--- config.mk ---
export PLATFORM = sky130hd
export DESIGN_NAME = hyperbus_wb_bridge
export DESIGN_NICKNAME = d
export VERILOG_FILES = /design/src/rtl/hyperbus_wb_bridge.sv
export SDC_FILE = /design/constraint.sdc
export NUM_CORES = 1
export LEC_CHECK = 0
export CAP_MARGIN = 30
export CORE_AREA = 4 4 99 101
export CTS_BUF_LIST = sky130_fd_sc_hd__clkbuf_8
export CTS_CLUSTER_SIZE = 30
export DETAILED_ROUTE_END_ITERATION = 10
export DIE_AREA = 0 0 103 105
export DONT_BUFFER_PORTS = 1
export PLACE_DENSITY_LB_ADDON = 0.08
export SLEW_MARGIN = 30
export SYNTH_ARGS = -nofsm -noshare
export SYNTH_HDL_FRONTEND = slang
export SYNTH_SLANG_ARGS = --single-unit
--- constraint.sdc ---
create_clock -name clk -period 4.7 [get_ports clk]
set_clock_uncertainty 0.05 [all_clocks]
set_input_delay 1.175 -clock clk [delete_from_list [all_inputs] [get_ports clk]]
set_output_delay 1.175 -clock clk [all_outputs]
set_load 0.02 [all_outputs]
--- src/rtl/hyperbus_wb_bridge.sv ---
// hyperbus_wb_bridge
// Wishbone B4 classic slave in front of the Hyperbus FIFO stage. Each single
// 32-bit bus cycle becomes one rrq or wrq pulse. Writes are posted and paced
// by tx_ready plus a guard window; reads block until rx_valid returns data.
// Optional build macro: HYPERBUS_WB_TIMEOUT_EN (read-return timeout -> err).
//
// state   | meaning
// --------+---------------------------------------------------------------
// S_IDLE  | waiting for cyc&stb; legality checked and address/data latched
// S_WRITE | holding write until tx_ready=1 and guard window has expired
// S_READ  | rrq issued, waiting for rx_valid (or timeout when enabled)
// S_RESP  | ack or err visible for one cycle, then back to idle

module hyperbus_wb_bridge #(
   parameter int ADDR_WIDTH = 32,
   parameter int DATA_WIDTH = 32,
   parameter int GUARD      = 4,
   parameter int TIMEOUT    = 1023
) (
   input  logic                  clk,
   input  logic                  rst,
   input  logic [ADDR_WIDTH-1:0] wb_adr_i,
   input  logic [DATA_WIDTH-1:0] wb_dat_i,
   input  logic [3:0]            wb_sel_i,
   input  logic                  wb_we_i,
   input  logic                  wb_cyc_i,
   input  logic                  wb_stb_i,
   output logic [DATA_WIDTH-1:0] wb_dat_o,
   output logic                  wb_ack_o,
   output logic                  wb_err_o,
   output logic                  rrq,
   output logic                  wrq,
   output logic [ADDR_WIDTH-1:0] adr_o,
   output logic [DATA_WIDTH-1:0] tx_dat_o,
   input  logic                  tx_ready,
   input  logic [DATA_WIDTH-1:0] rx_dat_i,
   input  logic                  rx_valid
);

   typedef enum logic [1:0] {
      S_IDLE  = 2'd0,
      S_WRITE = 2'd1,
      S_READ  = 2'd2,
      S_RESP  = 2'd3
   } state_t;

   state_t                r_state;
   state_t                w_state_nxt;
   logic [3:0]            r_guard_cnt;
   logic                  r_ack;
   logic                  r_err;
   logic                  r_rrq;
   logic [ADDR_WIDTH-1:0] r_adr;
   logic [DATA_WIDTH-1:0] r_tx_dat;
   logic [DATA_WIDTH-1:0] r_rd_dat;

   logic w_req;
   logic w_illegal;
   logic w_wr_go;
   logic w_rd_done;
   logic w_to_expire;
   logic w_ack_nxt;
   logic w_err_nxt;
   logic w_rrq_nxt;
   logic w_latch_adr;
   logic w_latch_dat;

   assign w_req     = wb_cyc_i & wb_stb_i;
   assign w_illegal = (wb_sel_i != 4'hF) | (wb_adr_i[1:0] != 2'b00);
   // wrq is combinational so the FIFO stage sees it in the first WRITE cycle,
   // one cycle ahead of the registered ack.
   assign w_wr_go   = (r_state == S_WRITE) & tx_ready & (r_guard_cnt == 4'd0);
   assign w_rd_done = (r_state == S_READ) & rx_valid;

`ifdef HYPERBUS_WB_TIMEOUT_EN
   localparam int TO_W = $clog2(TIMEOUT + 1);

   logic [TO_W-1:0] r_to_cnt;

   // Timeout counter: cleared when a read is launched, counts READ cycles.
   always_ff @(posedge clk or posedge rst) begin
      if (rst) begin
         r_to_cnt <= '0;
      end else if (w_rrq_nxt) begin
         r_to_cnt <= '0;
      end else if (r_state == S_READ) begin
         r_to_cnt <= r_to_cnt + TO_W'(1);
      end
   end

   // Data arriving on the expiry cycle takes priority over the timeout.
   assign w_to_expire = (r_state == S_READ) & ~rx_valid &
                        (r_to_cnt == TO_W'(TIMEOUT - 1));
`else
   // READ waits forever; TIMEOUT only sizes the counter in the timeout build.
   assign w_to_expire = 1'b0 & (TIMEOUT != 0);
`endif

   // State register.
   always_ff @(posedge clk or posedge rst) begin
      if (rst) begin
         r_state <= S_IDLE;
      end else begin
         r_state <= w_state_nxt;
      end
   end

   // Next-state decode.
   always_comb begin
      w_state_nxt = r_state;
      case (r_state)
         S_IDLE: begin
            if (w_req) begin
               if (w_illegal) begin
                  w_state_nxt = S_RESP;
               end else if (wb_we_i) begin
                  w_state_nxt = S_WRITE;
               end else begin
                  w_state_nxt = S_READ;
               end
            end
         end
         S_WRITE: begin
            if (w_wr_go) begin
               w_state_nxt = S_RESP;
            end
         end
         S_READ: begin
            if (w_rd_done | w_to_expire) begin
               w_state_nxt = S_RESP;
            end
         end
         S_RESP: begin
            w_state_nxt = S_IDLE;
         end
         default: begin
            w_state_nxt = S_IDLE;
         end
      endcase
   end

   // Output decode: next values for the registered bus/FIFO outputs.
   always_comb begin
      w_ack_nxt   = 1'b0;
      w_err_nxt   = 1'b0;
      w_rrq_nxt   = 1'b0;
      w_latch_adr = 1'b0;
      w_latch_dat = 1'b0;
      case (r_state)
         S_IDLE: begin
            if (w_req) begin
               w_err_nxt   = w_illegal;
               w_latch_adr = ~w_illegal;
               w_latch_dat = ~w_illegal & wb_we_i;
               w_rrq_nxt   = ~w_illegal & ~wb_we_i;
            end
         end
         S_WRITE: begin
            w_ack_nxt = w_wr_go;
         end
         S_READ: begin
            w_ack_nxt = w_rd_done;
            w_err_nxt = w_to_expire;
         end
         default: begin
            w_ack_nxt = 1'b0;
         end
      endcase
   end

   // Registered outputs and latched request fields.
   always_ff @(posedge clk or posedge rst) begin
      if (rst) begin
         r_ack    <= 1'b0;
         r_err    <= 1'b0;
         r_rrq    <= 1'b0;
         r_adr    <= '0;
         r_tx_dat <= '0;
         r_rd_dat <= '0;
      end else begin
         r_ack <= w_ack_nxt;
         r_err <= w_err_nxt;
         r_rrq <= w_rrq_nxt;
         if (w_latch_adr) begin
            r_adr <= {1'b0, wb_adr_i[ADDR_WIDTH-1:1]};
         end
         if (w_latch_dat) begin
            r_tx_dat <= wb_dat_i;
         end
         if (w_rd_done) begin
            r_rd_dat <= rx_dat_i;
         end
      end
   end

   // Guard window: tx_ready lags the FIFO flags right after a write pulse.
   always_ff @(posedge clk or posedge rst) begin
      if (rst) begin
         r_guard_cnt <= 4'd0;
      end else if (w_wr_go) begin
         r_guard_cnt <= 4'(GUARD);
      end else if (r_guard_cnt != 4'd0) begin
         r_guard_cnt <= r_guard_cnt - 4'd1;
      end
   end

   assign wb_ack_o = r_ack;
   assign wb_err_o = r_err;
   assign wb_dat_o = r_rd_dat;
   assign rrq      = r_rrq;
   assign wrq      = w_wr_go;
   assign adr_o    = r_adr;
   assign tx_dat_o = r_tx_dat;

endmodule

==> results of run 1 <==
worst max-delay path, stage by stage (launching register included):
cell and delay [ns]:
dfrtp_1 0.41, inv_1 0.09, ha_1 0.23, nor3b_1 0.44, nand3_1 0.17, inv_1 0.19
metal layers:
layer,vias to the layer above,global-route usage (%),part of all wire (%)
met5,-,0,0
met3,13,6.34,14
li1,896,-,-
met1,1018,15.3,36
met2,126,21.6,48
met4,0,6.57,2.2
flip-flops by register name (all words and copies together) (netlist names):
signal and count:
r_guard_cnt 4, rrq 1, wb_err_o 1, r_state 2, wb_ack_o 1, wb_dat_o 32
adr_o 31, tx_dat_o 32
cell type report:
cell class	count	area [sq um]	share of cell area [%]
clock inverters	6	86.3	1.97
well taps	111	139	3.17
inverters	7	31.3	0.715
clock buffers	9	124	2.83
multi-input cells	134	1380	31.5
flip-flops and latches	104	2600	59.5
repair buffers	2	15.0	0.343
final timing paths:
kind	from	to	slack, ns	depth (start not counted)
max	r_guard_cnt[0]	wrq	1.60	5
min	r_guard_cnt[1]	r_guard_cnt[1]	0.48	2
max reg2reg	r_state[0]	adr_o[2]	2.40	5
min reg2reg	r_guard_cnt[1]	r_guard_cnt[1]	0.48	2
max in group asynchronous	rst	tx_dat_o[11]	3.04	2
min in group asynchronous	rst	adr_o[6]	0.74	1
logic make-up (layout without fill, tap and decap cells):
| logic type | count (synthesis) | in the layout |
|---|---|---|
| other | 1 | 1 |
| AO/OA/AOI/OAI | 10 | 10 |
| AND/OR/NAND/NOR | 21 | 21 |
| multiplexers | 96 | 96 |
| adder cells (fa/ha/maj) | 6 | 6 |
| buffers and inverters | 17 | 24 |
| flip-flops | 104 | 104 |
placed cells by master (no fill, tap or decap), drive strengths merged, types with 2 or more instances in the layout:
cell type  count
clkbuf         9
nor2           3
inv            8
buf            2
mux2i          2
nand2          3
mux2          94
o21ai          2
nand3          4
dfrtp        104
bufinv         2
ha             6
a21boi         2
clkinv         3
a41o           2
power breakdown:
| group | internal [uW] | switching (uW) |
|---|---|---|
| registers | 1090 | 345 |
| logic | 231 | 168 |
| clock network | 296 | 292 |
| total | 1620 | 805 |
stage by stage:
step | hold WS [ns] | std cells
after detailed placement | 0.472 | 358
after floorplan | 0.421 | 255
after global routing | 0.538 | 373
final | 0.485 | 373
after global placement | 0.463 | 358
after CTS | 0.493 | 373
cell usage after synthesis (all sizes together):
| cell | n | area share [%] |
|---|---|---|
| a221oi | 1 | 0.21 |
| nand4bb | 1 | 0.28 |
| nor3 | 1 | 0.12 |
| ha | 6 | 1.8 |
| nor3b | 1 | 0.18 |
| a21o | 1 | 0.18 |
| o21ai | 2 | 0.25 |
| and2 | 1 | 0.15 |
| and4b | 1 | 0.25 |
| conb | 1 | 0.092 |
| a41o | 2 | 0.49 |
| a211oi | 1 | 0.18 |
| and4 | 1 | 0.28 |
| nand3 | 4 | 0.61 |
| nor2 | 3 | 0.34 |
| buf | 10 | 1.7 |
| nor2b | 1 | 0.15 |
| and3 | 1 | 0.15 |
| nand2 | 3 | 0.28 |
| nand4 | 1 | 0.52 |
| inv | 7 | 0.64 |
| a21oi | 1 | 0.12 |
| or3 | 1 | 0.15 |
| mux2i | 2 | 0.49 |
| nand2b | 1 | 0.15 |
| dfrtp | 104 | 64 |
| a21boi | 2 | 0.37 |
| mux2 | 94 | 26 |
==> out/metrics.yaml, run 1 <==
antenna_found_initial: 0
die_h_microns: 105
seq_area_frac_synth_pct: 63.8
ant_nets: 0
max-slew-margin-rel_pct: 47.2
cts_resized: 0
stdcell_area_sq_um: 4380
power_density_nw_per_um2: 553
critPathCaptureType: "output pin"
synth-seq-cells: 104
dpl.hpwl_microns: 5730
grt_max_degree: 84
syn_avg_cell_area_sq_um: 16.0
grt_pass1_wl_microns: 11400
root_buffer: "clkbuf_8"
tightest_slew_ns: 0.791
io_buffers: 0
finalCriticalPeriod_ns: 3.10
nets: 371
post_cts_buffers: 0
setup_slack_ns: 1.60
pre_cts_slack_ns: 1.78
grt_pass1_vias: 2229
synth.area.mux_share_pct: 26.4
firstDrtPassIters: 4
placementRows: 35
boundaryPins: 207
p_leak_uw: 0.00222
total_power_uw: 2420
critPathLaunchType: "register"
cts-hold-fix-buffers: 0
drt_iter0_drc: 37
netlist_area_sq_um: 4080
post-route-period-util_pct: 66.0
post-route-util_pct: 48.5
yosysWarnings: 0
cts_buffers: 9
worst_ep_required_time_ns: 3.47
fin_tns_setup_ns: 0
fillers: 767
place_congestion: 0.734
syn_nets: 368
wire_per_inst_microns: 20.7
peakVddDrop_v: 0.000288
crit_type: "reg2out"
worstSkewPairLatency_ns: 0.35
htree_num_levels: 3
dieWidth_microns: 103
grt_overflow_total: 0
cp.arrival_ns: 1.88
antennaDiodeCount: 0
rsz0062_at_grt: "false"
track_usage_pct: 13.7
synth_simple_gate_area_share_pct: 3.62
postSynthCellCount: 255
drv_slew: 0
clock_sinks: 104
vias: 2053
synthAdderAreaFrac_pct: 1.84
path_max_fanout: 5
min_path_type: "reg2reg"
initial_utilization_pct: 45.2
ys_types: 33
drc: 0
vias_per_cell: 5.50
tritoncts: "built"
cts.path.max_buffers: 2
outcome: "finished clean"
core_area_sq_um: 9020
routed_wirelength_microns: 7700
synth-xor-area-share_pct: 0
synth_top_family_by_area: "multiplexers"
dieArea_sq_um: 10800
layout-drive-gt1-share_pct: 31.7
hold_viol_final: 0
synth-compound-area-share_pct: 1.81
fmax_mhz: 322
setup_viol: 0
areaGrowthSynthToFinish_pct: 7.30
place_area_sq_um: 4170
maxCapViolations: 0
cts.reportedPaths.clkPinSlew_ns: 0.09
Note: power is estimated with default switching activity, not from simulation.
==> run 2, diff against run 1 <==
==> constraint.sdc (replaced) <==
create_clock -name clk -period 2.95 [get_ports clk]
set_clock_uncertainty 0.05 [all_clocks]
set_input_delay 0.7375 -clock clk [delete_from_list [all_inputs] [get_ports clk]]
set_output_delay 0.7375 -clock clk [all_outputs]
set_load 0.02 [all_outputs]
==> out/metrics.yaml, run 2 (synthesis gave the netlist of run 1 again) <==
antennaDiodeCount: 0  # unchanged
worstSkewPairLatency_ns: 0.34  # about the same
max-slew-margin-rel_pct: 60.3  # +13 points
antenna_found_initial: 0  # unchanged
nets: 372  # +0.27%
maxCapViolations: 0  # unchanged
drv_slew: 0  # unchanged
drc: 0  # unchanged
root_buffer: "clkbuf_8"
cts.path.max_buffers: 2  # unchanged
io_buffers: 0  # unchanged
grt_pass1_vias: 2202  # -1.2%
finalCriticalPeriod_ns: 2.65
crit_path_frequent_cell: "inv_1"
post-route-period-util_pct: 89.9
grt_max_degree: 83  # -1.2%
die_h_microns: 105  # unchanged
grt_pass1_wl_microns: 11800  # +3.4%
hold_viol_final: 0  # unchanged
path_max_fanout: 5  # unchanged
vias_per_cell: 5.39  # -2.0%
boundaryPins: 207  # unchanged
cpMaxStageDelayCell: "nor3b_1"
vias: 2022  # -1.5%
post_cts_buffers: 0  # unchanged
fin_tns_setup_ns: 0  # unchanged
rsz0062_at_grt: "false"
drt_iter0_drc: 44  # +19%
cts_resized: 0  # unchanged
cts-hold-fix-buffers: 0  # unchanged
p_leak_uw: 0.00222  # about the same
firstDrtPassIters: 3  # -1
dieArea_sq_um: 10800  # unchanged
critPathLaunchType: "register"
placementRows: 35  # unchanged
outcome: "finished clean"
tritoncts: "built"
total_power_uw: 3810  # +58%
crit_start: "r_guard_cnt[0]"
layout-drive-gt1-share_pct: 31.8  # +0.14 points
grt_overflow_total: 0  # unchanged
fillers: 792  # +3.3%
core_area_sq_um: 9020  # unchanged
cts_buffers: 9  # unchanged
cp.arrival_ns: 1.87  # about the same
critPathCaptureType: "output pin"
place_congestion: 0.712  # -2.9%
dpl.hpwl_microns: 5780  # +0.83%
areaGrowthSynthToFinish_pct: 7.79
clock_sinks: 104  # unchanged
power_density_nw_per_um2: 867  # +57%
path_cells: "inv_1 > ha_1 > nor3b_1 > nand3_1 > inv_1"
routed_wirelength_microns: 7840  # +1.8%
layout_commonest_cell: "dfrtp_1"
worst_ep_required_time_ns: 2.16  # -1.31 ns
htree_num_levels: 3  # unchanged
fmax_mhz: 377
timing.rr.start: "r_state[1]"
critPathMaxStageDelay_ns: 0.45  # about the same
cts.reportedPaths.clkPinSlew_ns: 0.09  # about the same
holdWs_ns: 0.234  # -0.251 ns
dieWidth_microns: 103  # unchanged
tightest_slew_ns: 0.593  # -0.197 ns
crit_type: "reg2out"
wire_per_inst_microns: 20.9  # +1.2%
setup_viol: 0  # unchanged
layout_common_cells: "dfrtp_1, mux2_2, mux2_1"
initial_utilization_pct: 45.2  # unchanged
min_path_type: "in2async"
peakVddDrop_v: 0.000448  # +56%
ant_nets: 0  # unchanged
track_usage_pct: 14.0  # +0.34 points
==> run 2: changes by cell type in the layout (fill, tap and decap cells not counted), sizes merged <==
cell | previous run | this run
clkinvlp | 0 | 3
clkbuf | 9 | 10
clkinv | 3 | 1
bufinv | 2 | 1
buf | 2 | 3
==> run 2: cell type report <==
| type | instances | area, sq um | share of cell area [%] |
|---|---|---|---|
| sequential | 104 | 2600 | 59.2 |
| clock inverter | 6 | 61.3 | 1.39 |
| inverter | 7 | 30.0 | 0.683 |
| timing repair buffer | 3 | 47.5 | 1.08 |
| tap | 111 | 139 | 3.16 |
| multi-input combinational | 134 | 1380 | 31.4 |
| clock buffer | 10 | 138 | 3.13 |
==> run 2: final timing paths <==
check | end | slack (ns) | depth (start not counted)
min in group clk | rrq | 0.40 | 1
worst max register to register | tx_dat_o[23] | 0.84 | 5
worst min-delay path | wb_dat_o[25] | 0.23 | 1
worst min register to register | r_guard_cnt[2] | 0.47 | 1
worst max-delay path | wrq | 0.30 | 5
max in group asynchronous | wb_dat_o[22] | 1.83 | 2
==> run 2: metal layers <==
layer | wire length, microns | part of all wire [%] | track usage (%) | vias to the layer above
met4 | 128 | 1.6 | 5.09 | 0
met1 | 3000 | 38 | 17.3 | 980
met5 | 0 | 0 | 0 | -
li1 | - | - | - | 902
met3 | 1010 | 13 | 5.67 | 12
met2 | 3700 | 47 | 21.9 | 128
==> run 2: through the flow <==
| stage | area [sq um] | util [%] | worst slack (ns) | cells |
|---|---|---|---|---|
| final | 4400 | 48.7 | 0.297 | 375 |
| after global routing | 4400 | 48.7 | 0.0696 | 375 |
| after CTS | 4400 | 48.7 | 0.279 | 375 |
| after detailed placement | 4200 | 46.5 | 0.694 | 359 |
| after global placement | 4200 | 46.5 | 0.740 | 359 |
| after floorplan | 4080 | - | 0.857 | 255 |
==> run 2: power by group <==
| part | leakage, uW | switching, uW | total [uW] | internal [uW] |
|---|---|---|---|---|
| logic | 0.000750 | 276 | 654 | 379 |
| registers | 0.00137 | 554 | 2290 | 1730 |
| clock network | 0.000101 | 459 | 871 | 412 |
==> run 2: critical path, delay by kind of cell (launching register included) <==
family | cells | cell delay (ns)
adders and majority gates | 1 | 0.22
buffers and inverters | 2 | 0.28
and+or+nand+nor | 2 | 0.61
DFF | 1 | 0.41
